[config.mk]
export PLATFORM = sky130hd
export DESIGN_NAME = rr_arb4_enc
export DESIGN_NICKNAME = d
export VERILOG_FILES = /design/src/rtl/rr_arb4_enc_pkg.sv /design/src/rtl/rr_arb4_enc_enc4to2.sv /design/src/rtl/rr_arb4_enc.sv
export SDC_FILE = /design/constraint.sdc
export NUM_CORES = 1
export LEC_CHECK = 0
export CAP_MARGIN = 20
export CORE_MARGIN = 1.5
export CORE_UTILIZATION = 40
export DETAILED_ROUTE_END_ITERATION = 10
export HOLD_SLACK_MARGIN = 0.03
export PLACE_DENSITY = 0.72
export RECOVER_POWER = 50
export SLEW_MARGIN = 20
export SYNTH_ARGS = -nofsm -noshare
export SYNTH_HDL_FRONTEND = slang
export SYNTH_SLANG_ARGS = --single-unit
[constraint.sdc]
create_clock -name clk -period 4.2 [get_ports clk]
set_clock_uncertainty 0.1 [all_clocks]
set_input_delay 0.63 -clock clk [delete_from_list [all_inputs] [get_ports clk]]
set_output_delay 0.63 -clock clk [all_outputs]
set_load 0.01 [all_outputs]
[src/rtl/rr_arb4_enc_pkg.sv]
// rr_arb4_enc_pkg: shared constants and state encoding for the round-robin arbiter
package rr_arb4_enc_pkg;
  localparam int NREQ = 4;
  localparam int MAX_HOLD_DEF = 15;
  typedef enum logic {IDLE = 1'b0, GRANT = 1'b1} state_t;
endpackage

[src/rtl/rr_arb4_enc_enc4to2.sv]
// enc4to2: one-hot to binary encoder; bit 0 of the one-hot input never affects the code
module enc4to2 (
  input  logic [3:1] i,
  output logic [1:0] o
);
  assign o = {i[3] | i[2], i[3] | i[1]};
endmodule

[src/rtl/rr_arb4_enc.sv]
// rr_arb4_enc: four-way round-robin arbiter with one-hot grant, encoded index and hold limit
module rr_arb4_enc
  import rr_arb4_enc_pkg::*;
#(
  parameter int MAX_HOLD = MAX_HOLD_DEF,
  parameter int CW = 4
) (
  input  logic            clk,
  input  logic            rst,
  input  logic [NREQ-1:0] req,
  input  logic            done,
  output logic [NREQ-1:0] gnt,
  output logic [1:0]      gnt_idx,
  output logic            gnt_vld,
  output logic            timeout
);
  state_t state, state_n;
  logic [1:0] ptr, ptr_n, idx_n;
  logic [CW-1:0] hold_cnt, hold_n;
  logic [NREQ-1:0] rot, pick, win, gnt_n;
  logic limit, normal, rel, to_n;
  // rotate so ptr sits at bit 0, keep the lowest set bit, rotate back
  assign rot = NREQ'({req, req} >> ptr);
  assign pick = rot & (~rot + 4'd1);
  assign win = NREQ'({pick, pick} >> (NREQ - int'(ptr)));
  assign limit = (MAX_HOLD != 0) && (hold_cnt == CW'(MAX_HOLD - 1));
  assign normal = done | ~req[gnt_idx];
  assign rel = normal | limit;
  always_comb begin
    state_n = (state == IDLE) ? ((|req) ? GRANT : IDLE) : (rel ? IDLE : GRANT);
    gnt_n = (state == IDLE) ? win : (rel ? '0 : gnt);
    ptr_n = (state == GRANT && rel) ? gnt_idx + 2'd1 : ptr;
    hold_n = (state == IDLE || rel) ? '0
           : ((MAX_HOLD == 0 && &hold_cnt) ? hold_cnt : hold_cnt + 1'b1);
    to_n = (state == GRANT) && limit && !normal;
  end
  enc4to2 u_enc (.i(gnt_n[3:1]), .o(idx_n));
  always_ff @(posedge clk or posedge rst) begin
    if (rst) begin
      state <= IDLE;
      ptr <= '0;
      hold_cnt <= '0;
      gnt <= '0;
      gnt_idx <= '0;
      timeout <= 1'b0;
    end else begin
      state <= state_n;
      ptr <= ptr_n;
      hold_cnt <= hold_n;
      gnt <= gnt_n;
      gnt_idx <= idx_n;
      timeout <= to_n;
    end
  end
  assign gnt_vld = (state == GRANT);
  a_gnt_consistent: assert property (@(posedge clk) disable iff (rst)
    gnt_vld ? (gnt == (4'b0001 << gnt_idx)) : (gnt == '0 && gnt_idx == '0));
endmodule

==> results.cfg <==
[detailed_routing]
first_pass_iters = 4
wl_mm = 1.66
remaining_drc_errors = 0
drt_iter0_markers = 13
viasPerCell = 5.39
wl_per_cell_um = 13.0
detail-route-antenna-nets = 0
vias = 690

[synth]
synthFlopType = dfrtp_1
syn_nets = 95
synth_seq_cells = 14
yosys_warnings = 0
avgSynthCellArea_um2 = 9.70
ys_types = 32
synth_seq_area_share_pct = 42.5
synth-edff-count = 0
synth_area_um2 = 825
synthArstFlopShare_pct = 100
synthCells = 85

[pwr]
power_leakage_nw = 0.463
vdd_drop_max_mv = 0.325
power.density_mw_per_mm2 = 554

[timing]
setup_viol = 0
finalSetupTns_ps = 0
period_share_pct = 54.9
hold_viol = 0
slew_headroom_pct = 66.6
tightestPinTransition_ps = 500
drv_slew = 0
post-route-min-period_ps = 2300
fmax_mhz = 434
rsz0062_at_grt = no

[placed_design]
detailed_place_hpwl_mm = 1.27
numPortBuffers = 14
gp_congestion = 0.722
place_inst = 124

[final_layout]
n_fill_cell = 188
layout_commonest_cell = dfrtp_1
syn2layout_area_growth_pct = 23.5
layout-drive-gt1-share_pct = 9.90
antennaDiodeCount = 0
final_cells = 128
most-common-layout-cells = dfrtp_1, o21ai_0, clkdlybuf4s50_1, nor2_1, nand2_1
layout.nets = 112

[die]
die_h_um = 48.4
rows = 16
start_util_pct = 42.5
io_pins = 15
design.core.area_mm2 = 0.00194
die_area_mm2 = 0.00234
die_w_um = 48.4

[clocking]
clock-root-buffer = clkbuf_4
cts_resized = 0
ctsHoldBuffers = 0
clkLatencyLatePin_ps = 270
postCtsSetupRepairBufs = 0
cts_buffer_depth = 2
htreeDepth = 1
path_clk_slew_ps = 80
cts.sinks = 14
cts_tree = done
numCtsBuffers = 3

[setup_path]
endpoint_kind = flop
criticalPathCategory = input pin to flop
arrival_ps = 2370
worstPathMaxFanout = 8
startpoint = req[3]
worstReg2RegStart = ptr[1]
r2r_cells = 5
critical_path.max_stage_delay_ps = 670
crit_required_ps = 4270
cpMaxStageDelayCell = dlygate4sd3_1
path_cells = dlygate4sd3_1 > and3b_2 > o21ai_0 > a21boi_0 > mux2i_1 > a22o_1
crit_path_start_kind = input pin

[min_path]
hold_path_depth = 1
hold_path.startpoint = hold_cnt[0]
hold_class = flop to flop

[grt]
grt_usage_pct = 15.6
grt_pass1_wl_mm = 2.79
overflow = 0
grt_pass1_vias = 645
grt_max_degree = 15
antenna_found_initial = 0

[job]
cap_violations = 0

[run_status]
outcome = complete, no violations
## report_power, final
part,internal [W],total [W],leakage (nW),switching [W]
clock,0.0000527,0.0000934,0.0210,0.0000407
sequential,0.000171,0.000222,0.184,0.0000509
combinational,0.000127,0.000249,0.258,0.000122
total,0.000351,0.000564,0.463,0.000214
## critical path, delay by kind of cell
kind / cells / cell delay, ps
AOI/OAI and AO/OA: 3 / 660
buffers and inverters: 1 / 670
muxes: 1 / 150
and+or+nand+nor: 1 / 250
## cell type report
class	instances	area, µm²	area share [%]
multi-input cells	63	435	42.8
well taps	27	33.8	3.32
repair buffers	14	140	13.8
flip-flops and latches	14	350	34.4
inverters	6	22.5	2.21
clock buffers	4	36.3	3.56
## flip-flops by register name, indices dropped and copies added, names as in the netlist
name / cells
gnt_idx: 2
timeout: 1
gnt: 4
gnt_vld: 1
hold_cnt: 4
ptr: 2
## layer usage
layer | wire (µm) | track usage, % | share of wire [%] | vias to the layer above
met4 | 12 | 4.29 | 0.72 | 0
met1 | 786 | 19.4 | 47 | 339
met3 | 49 | 4.63 | 3.0 | 2
met2 | 813 | 26.4 | 49 | 14
met5 | 0 | 0 | 0 | -
li1 | - | - | - | 335
## cells in the mapped netlist (2+ instances only)
master | number | area (µm²)
nand3_1 | 4 | 20.0
xor2_1 | 2 | 17.5
o21ai_0 | 9 | 45.0
nand2_1 | 8 | 30.0
dfrtp_1 | 14 | 350
and3b_2 | 2 | 20.0
mux2i_1 | 3 | 30.0
o211ai_1 | 2 | 15.0
ha_1 | 3 | 37.5
inv_1 | 6 | 22.5
nor4b_1 | 2 | 17.5
a21oi_1 | 2 | 10.0
nor2b_1 | 2 | 12.5
nor2_1 | 8 | 30.0
## worst paths after layout
kind	endpoint	slack, ps
worst max-delay path	gnt[0]	1900
worst min-delay path	hold_cnt[0]	390
worst min register to register	hold_cnt[0]	390
max in group asynchronous	ptr[1]	2950
min in group asynchronous	gnt[3]	710
worst max register to register	gnt_idx[1]	2390
## logic make-up (layout without fill, tap and decap cells)
kind of cell	Yosys count	in the layout	share of synthesized area, %
flip-flops	14	14	42.5
adder cells (fa/ha/maj)	3	3	4.55
AND/OR/NAND/NOR	32	32	22.2
multiplexers	4	4	6.37
buffers and inverters	8	24	4.70
AO/OA/AOI/OAI	21	21	16.5
XOR/XNOR	3	3	3.19
## through the flow
step	utilization (%)	total power [W]	setup WS [ps]	instance area (µm²)	hold WS, ps
global placement	50.6	0.000466	1730	982	372
global route	52.4	0.000606	1770	1020	411
floorplan	-	0.000382	2280	825	354
finish	52.4	0.000564	1900	1020	390
detailed placement	50.6	0.000472	1710	982	381
CTS	52.4	0.000571	1990	1020	391
Note: power is estimated with default switching activity, not from simulation.
